<file path="src/rtl/seq_reader_if.sv">
// RAM read port and output word stream of the sequential reader.
`ifndef ADDRESS_WIDTH
`define ADDRESS_WIDTH 16
`endif

interface seq_reader_if #(
    parameter int ADDRESS_WIDTH = `ADDRESS_WIDTH,
    parameter int DATA_WIDTH    = 32
);
    logic                     mem_req;
    logic [ADDRESS_WIDTH-1:0] mem_addr;
    logic                     mem_ack;
    logic [DATA_WIDTH-1:0]    mem_data;
    logic [DATA_WIDTH-1:0]    out_data;
    logic                     out_valid;
    logic                     out_ready;

    modport master (
        output mem_req, mem_addr, out_data, out_valid,
        input  mem_ack, mem_data, out_ready
    );

    modport slave (
        input  mem_req, mem_addr, out_data, out_valid,
        output mem_ack, mem_data, out_ready
    );
endinterface

</file>
<file path="src/rtl/seq_reader.sv">
// Sequential RAM reader: fetches word_count words from base_addr
// one request at a time and streams them out through a small FWFT FIFO.
`ifndef ADDRESS_WIDTH
`define ADDRESS_WIDTH 16
`endif

module seq_reader #(
    parameter int ADDRESS_WIDTH = `ADDRESS_WIDTH,
    parameter int DATA_WIDTH    = 32,
    parameter int FIFO_DEPTH    = 4
) (
    input  logic                     clk,
    input  logic                     reset,
    input  logic                     start,
    input  logic [ADDRESS_WIDTH-1:0] base_addr,
    input  logic [ADDRESS_WIDTH-1:0] word_count,
    output logic                     busy,
    output logic                     done,
    seq_reader_if.master             bus
);
    localparam int PW = $clog2(FIFO_DEPTH);

    typedef enum logic [1:0] {IDLE, ISSUE, WAIT, DRAIN} state_t;

    state_t state;
    state_t state_nxt;

    logic [ADDRESS_WIDTH-1:0] addr;
    logic [ADDRESS_WIDTH-1:0] remaining;
    logic [DATA_WIDTH-1:0]    fifo [FIFO_DEPTH];
    logic [PW-1:0]            wr_ptr;
    logic [PW-1:0]            rd_ptr;
    logic [PW:0]              count;
    logic                     req;
    logic                     push;
    logic                     pop;
    logic                     load;
    logic                     last;
    logic                     done_nxt;

    assign last = (remaining == ADDRESS_WIDTH'(1));
    assign load = (state == IDLE) && start && (word_count != '0);

    // Space is reserved at issue time, so the later push cannot overflow.
    always_comb begin
        state_nxt = state;
        done_nxt  = 1'b0;
        req       = 1'b0;
        push      = 1'b0;
        unique case (state)
            IDLE: begin
                if (start) begin
                    if (word_count != '0) state_nxt = ISSUE;
                    else                  done_nxt  = 1'b1;
                end
            end
            ISSUE: begin
                req = (count < (PW+1)'(FIFO_DEPTH));
                if (req) state_nxt = WAIT;
            end
            WAIT: begin
                if (bus.mem_ack) begin
                    push      = 1'b1;
                    state_nxt = last ? DRAIN : ISSUE;
                end
            end
            DRAIN: begin
                if (count == '0) begin
                    state_nxt = IDLE;
                    done_nxt  = 1'b1;
                end
            end
            default: state_nxt = IDLE;
        endcase
    end

    always_ff @(posedge clk or posedge reset) begin
        if (reset) begin
            state <= IDLE;
            done  <= 1'b0;
        end else begin
            state <= state_nxt;
            done  <= done_nxt;
        end
    end

    always_ff @(posedge clk or posedge reset) begin
        if (reset) begin
            addr      <= '0;
            remaining <= '0;
        end else if (load) begin
            addr      <= base_addr;
            remaining <= word_count;
        end else if (push) begin
            addr      <= addr + 1'b1;
            remaining <= remaining - 1'b1;
        end
    end

    always_ff @(posedge clk or posedge reset) begin
        if (reset) begin
            wr_ptr <= '0;
            rd_ptr <= '0;
            count  <= '0;
        end else begin
            if (push) wr_ptr <= wr_ptr + 1'b1;
            if (pop)  rd_ptr <= rd_ptr + 1'b1;
            unique case ({push, pop})
                2'b10:   count <= count + 1'b1;
                2'b01:   count <= count - 1'b1;
                default: count <= count;
            endcase
        end
    end

    always_ff @(posedge clk) begin
        if (push) fifo[wr_ptr] <= bus.mem_data;
    end

    assign pop           = bus.out_valid && bus.out_ready;
    assign busy          = (state != IDLE);
    assign bus.mem_req   = req;
    assign bus.mem_addr  = addr;
    assign bus.out_valid = (count != '0);
    // Gated so the stream reads as zero while the FIFO is empty.
    assign bus.out_data  = bus.out_valid ? fifo[rd_ptr] : '0;
endmodule

</file>
<file path="src/flat_wrapper.sv">
// flat-port wrapper written by rule: the top's interface ports become plain ports
module seq_reader_flat 
#(
    parameter int ADDRESS_WIDTH = `ADDRESS_WIDTH,
    parameter int DATA_WIDTH    = 32,
    parameter int FIFO_DEPTH    = 4
)
  (clk, reset, start, base_addr, word_count, busy, done, bus_mem_req, bus_mem_addr, bus_out_data, bus_out_valid, bus_mem_ack, bus_mem_data, bus_out_ready);
  seq_reader_if #(.ADDRESS_WIDTH(ADDRESS_WIDTH), .DATA_WIDTH(DATA_WIDTH)) bus_i ();
  input  logic clk;
  input  logic reset;
  input  logic start;
  input  logic [ADDRESS_WIDTH-1:0] base_addr;
  input  logic [ADDRESS_WIDTH-1:0] word_count;
  output logic busy;
  output logic done;
  output wire logic [$bits(bus_i.mem_req)-1:0] bus_mem_req;
  output wire logic [$bits(bus_i.mem_addr)-1:0] bus_mem_addr;
  output wire logic [$bits(bus_i.out_data)-1:0] bus_out_data;
  output wire logic [$bits(bus_i.out_valid)-1:0] bus_out_valid;
  input wire logic [$bits(bus_i.mem_ack)-1:0] bus_mem_ack;
  input wire logic [$bits(bus_i.mem_data)-1:0] bus_mem_data;
  input wire logic [$bits(bus_i.out_ready)-1:0] bus_out_ready;
  assign bus_mem_req = bus_i.mem_req;
  assign bus_mem_addr = bus_i.mem_addr;
  assign bus_out_data = bus_i.out_data;
  assign bus_out_valid = bus_i.out_valid;
  assign bus_i.mem_ack = bus_mem_ack;
  assign bus_i.mem_data = bus_mem_data;
  assign bus_i.out_ready = bus_out_ready;
  seq_reader #(.ADDRESS_WIDTH(ADDRESS_WIDTH), .DATA_WIDTH(DATA_WIDTH), .FIFO_DEPTH(FIFO_DEPTH)) u_core (.clk(clk), .reset(reset), .start(start), .base_addr(base_addr), .word_count(word_count), .busy(busy), .done(done), .bus(bus_i));
endmodule
</file>
<file path="config.mk">
export PLATFORM = sky130hd
export DESIGN_NAME = seq_reader_flat
export DESIGN_NICKNAME = d
export VERILOG_FILES = /design/src/rtl/seq_reader_if.sv /design/src/rtl/seq_reader.sv /design/src/flat_wrapper.sv
export SDC_FILE = /design/constraint.sdc
export NUM_CORES = 1
export LEC_CHECK = 0
export CAP_MARGIN = 20
export CORE_ASPECT_RATIO = 1.2
export CORE_MARGIN = 4
export CORE_UTILIZATION = 48
export CTS_CLUSTER_SIZE = 28
export DETAILED_ROUTE_END_ITERATION = 7
export PLACE_DENSITY_LB_ADDON = 0.3
export SYNTH_ARGS = -nofsm -noshare
export SYNTH_HDL_FRONTEND = slang
export SYNTH_SLANG_ARGS = --single-unit
</file>
<file path="constraint.sdc">
create_clock -name clk -period 2.24 [get_ports clk]
set_input_delay 0.448 -clock clk [delete_from_list [all_inputs] [get_ports clk]]
set_output_delay 0.448 -clock clk [all_outputs]
set_load 0.01 [all_outputs]
</file>
==> qor.csv <==
metric,value,unit
outcome,finished with violations,
failing checks,negative setup slack,
CTS Root Cell,clkbuf_16,
GP Congestion,0.813,
final setup vio count,30,
clock latency reported for the late side of the worst-skew pair,0.41,ns
Sw Pwr,3.76,mW
setup TNS,-1.15,ns
leakage power,3.59,nW
worst r2r path cells,10,
cell area after layout,0.00990,mm^2
Congestion Overflow GR,0,
Max Cap Viol,0,
Setup CP Type,flip-flop to output pin,
CP cell instances,"buf_6, buf_12, mux4_2, and2_4, buf_6",
Max Clock Freq,432,MHz
proportion of layout cells with a drive suffix above 1,27.8,%
cell area after synthesis,0.00729,mm^2
placed inst area,0.00914,mm^2
Area growth syn-to-layout,35.9,%
drt via density,5.27,
Crit path top cell by count,buf_6,
warnings from Yosys,0,
average size of a mapped cell,15.4,um^2
Synth Instances,474,
Routed Antenna Nets,0,
die height,143,um
Tot GR Track Use,18.8,%
clock sinks,170,
Tightest Pin Transition,0.560,ns
Ports,121,
initial core utilization,48.7,%
Flop pwr share,35.4,%
most frequent cells in the layout,"128 x edfxtp_1, 85 x clkdlybuf4s50_1, 40 x dfrtp_1",
switching part of the total,30.3,%
Setup crit end kind,output pin,
Power Density,1250,mW/mm^2
die area,0.0172,mm^2
clock network fraction of total power,22.5,%
CTS max path bufs,2,
routed wire length,15.4,mm
core area,0.0150,mm^2
total power,12.4,mW
Horiz. Die Dim,120,um
Port Buffers,120,
part of the cycle the worst path needs,103,%
Internal,8.63,mW
PnR worst setup slack,-0.0728,ns
Num CTS Buffers,17,
clock-pin transition on the worst setup and hold timing paths,0.06,ns
initial antenna violation count,0,
largest net degree at the start of global routing,33,
CTS Hold Bufs,0,
main flop type after synthesis,edfxtp_1,
Worst R2R Start,u_core.state[1],
Synth Net Count,556,
Rows,49,
H-tree depth,4,
drt drc,0,
CP peak stage delay,0.49,ns
worst rel slew slack,61.7,%
slowest CP cell,mux4_2,
first-pass GRT wire length,25.4,mm
"Async S/R FF share, synth",24.7,%
antenna fix cells,0,
Synth cell types,45,
CP Launch Type,flip-flop,
register area share after synthesis,67.2,%
WP data arrival,1.86,ns
via count,4512,
dpl hpwl,10.3,mm
# nets final,723,
final-report hold violation count,0,
Max IR drop VDD,619,uV
Final Slew Violations,0,
DRT iter0 DRCs,336,
Post-Route Utilization,66.2,%
"EDFF count, synth",128,
"commonest non-fill, non-tap cell in the layout",edfxtp_1,
CP Max Fanout,6,
Min-Delay Path Class,input port to async pin,
number of global-route vias before repair,4955,
CTS tree,built,
critical path required time,1.79,ns
Max Clock Skew,0.00916,ns
"setup slack, reg-to-reg",0.19,ns
Reg2Reg Capture Point,u_core.count[2],
Tmin final,2.31,ns
Min Hold Slack,0.358,ns
first-pass iteration count of the detailed router,5,
Logic pwr share,42.1,%
wire per inst,18.0,um
Synth Register Bits,170,
RSZ-0062 raised after global routing,true,
stage by stage:
| stage | setup slack (ns) | cells |
|---|---|---|
| 6_report | -0.0728 | 856 |
| 5_1_grt | -0.141 | 856 |
| 4_1_cts | -0.134 | 857 |
| 3_5_place_dp | -0.0896 | 816 |
| 3_3_place_gp | -0.0837 | 816 |
| 2_1_floorplan | 0.0649 | 474 |
Yosys cell counts (2+ instances only):
cell	instances	area [um^2]
a41oi_1	2	17.5
nand3_1	5	25.0
nor3_1	11	55.1
buf_2	4	20.0
inv_1	16	60.1
nor4_1	14	87.6
ha_1	12	150
dfrtp_1	42	1050
o21a_1	2	15.0
nand4_1	8	50.1
o21ai_0	27	135
edfxtp_1	128	3840
clkbuf_1	17	63.8
nor2_1	11	41.3
xnor2_1	24	210
nor2b_1	3	18.8
xor2_1	10	87.6
o21ai_1	6	30.0
nand2_1	37	139
a21oi_1	2	10.0
mux4_2	32	721
and2_1	34	213
nand4b_1	2	17.5
and3_1	4	25.0
layout make-up:
class / instances / area, um^2
fillers: 1101 / 5060
flip-flops and latches: 170 / 4900
multi-input cells: 266 / 2340
repair buffers: 169 / 1790
clock buffers: 20 / 437
well taps: 204 / 255
clock inverters: 10 / 119
inverters: 17 / 63.8
power by group through the flow:
stage | registers (mW) | logic (mW) | clock network, mW
finish | 4.39 | 5.21 | 2.79
global route | 4.46 | 5.69 | 2.98
CTS | 4.39 | 4.95 | 2.83
detailed placement | 4.46 | 4.65 | 0
global placement | 4.44 | 4.56 | 0
floorplan | 4.39 | 2.49 | 0
flip-flops by register name (all words and copies together), names as in the netlist:
name and flops:
u_core.fifo 128, u_core.state 2, u_core.count 3, u_core.bus.mem_addr 16, u_core.wr_ptr 2, u_core.done 1, u_core.remaining 16, u_core.rd_ptr 2
worst max-delay path by stage:
stage	start	endpoint	slack (ns)	depth (start not counted)
floorplan	u_core.state[0]	u_core.fifo[0][0]	0.06	4
global placement	word_count[2]	u_core.state[1]	-0.08	6
detailed placement	word_count[2]	u_core.state[1]	-0.09	6
CTS	u_core.rd_ptr[0]	bus_out_data[22]	-0.13	6
global route	u_core.rd_ptr[0]	bus_out_data[24]	-0.14	5
finish	u_core.rd_ptr[0]	bus_out_data[5]	-0.07	5
per-layer routing:
metal / up-vias / track usage [%] / routed length (um) / share of wire (%)
li1: 2115 / - / - / -
met1: 2257 / 23.7 / 6480 / 42
met2: 133 / 33.2 / 7970 / 52
met3: 7 / 4.91 / 878 / 5.7
met4: 0 / 4.00 / 104 / 0.67
met5: - / 0 / 0 / 0
kinds of logic (layout without fill, tap and decap cells):
family          count (synthesis)  count (layout)  share of synthesized area, %
flops                         170             170                          67.2
simple gates                  139             139                          10.4
compound gates                 46              46                          3.76
buf+inv                        38             216                          2.03
xor+xnor                       34              34                          4.09
mux                            34              34                          10.2
fa+ha+maj                      13              13                          2.34
worst max-delay path: cells and delay by family (launching register included):
family | cells | cell delay, ns
muxes | 1 | 0.49
DFF | 1 | 0.40
buffers and inverters | 3 | 0.39
and+or+nand+nor | 1 | 0.17
timing repair:
item | CTS | global route
gates cloned | 3 | 0
gates resized for setup | 159 | 40
setup endpoints to repair | 35 | 36
setup buffers | 8 | 2
pin swaps | 23 | 3
Power figures use the tool's default switching activity.
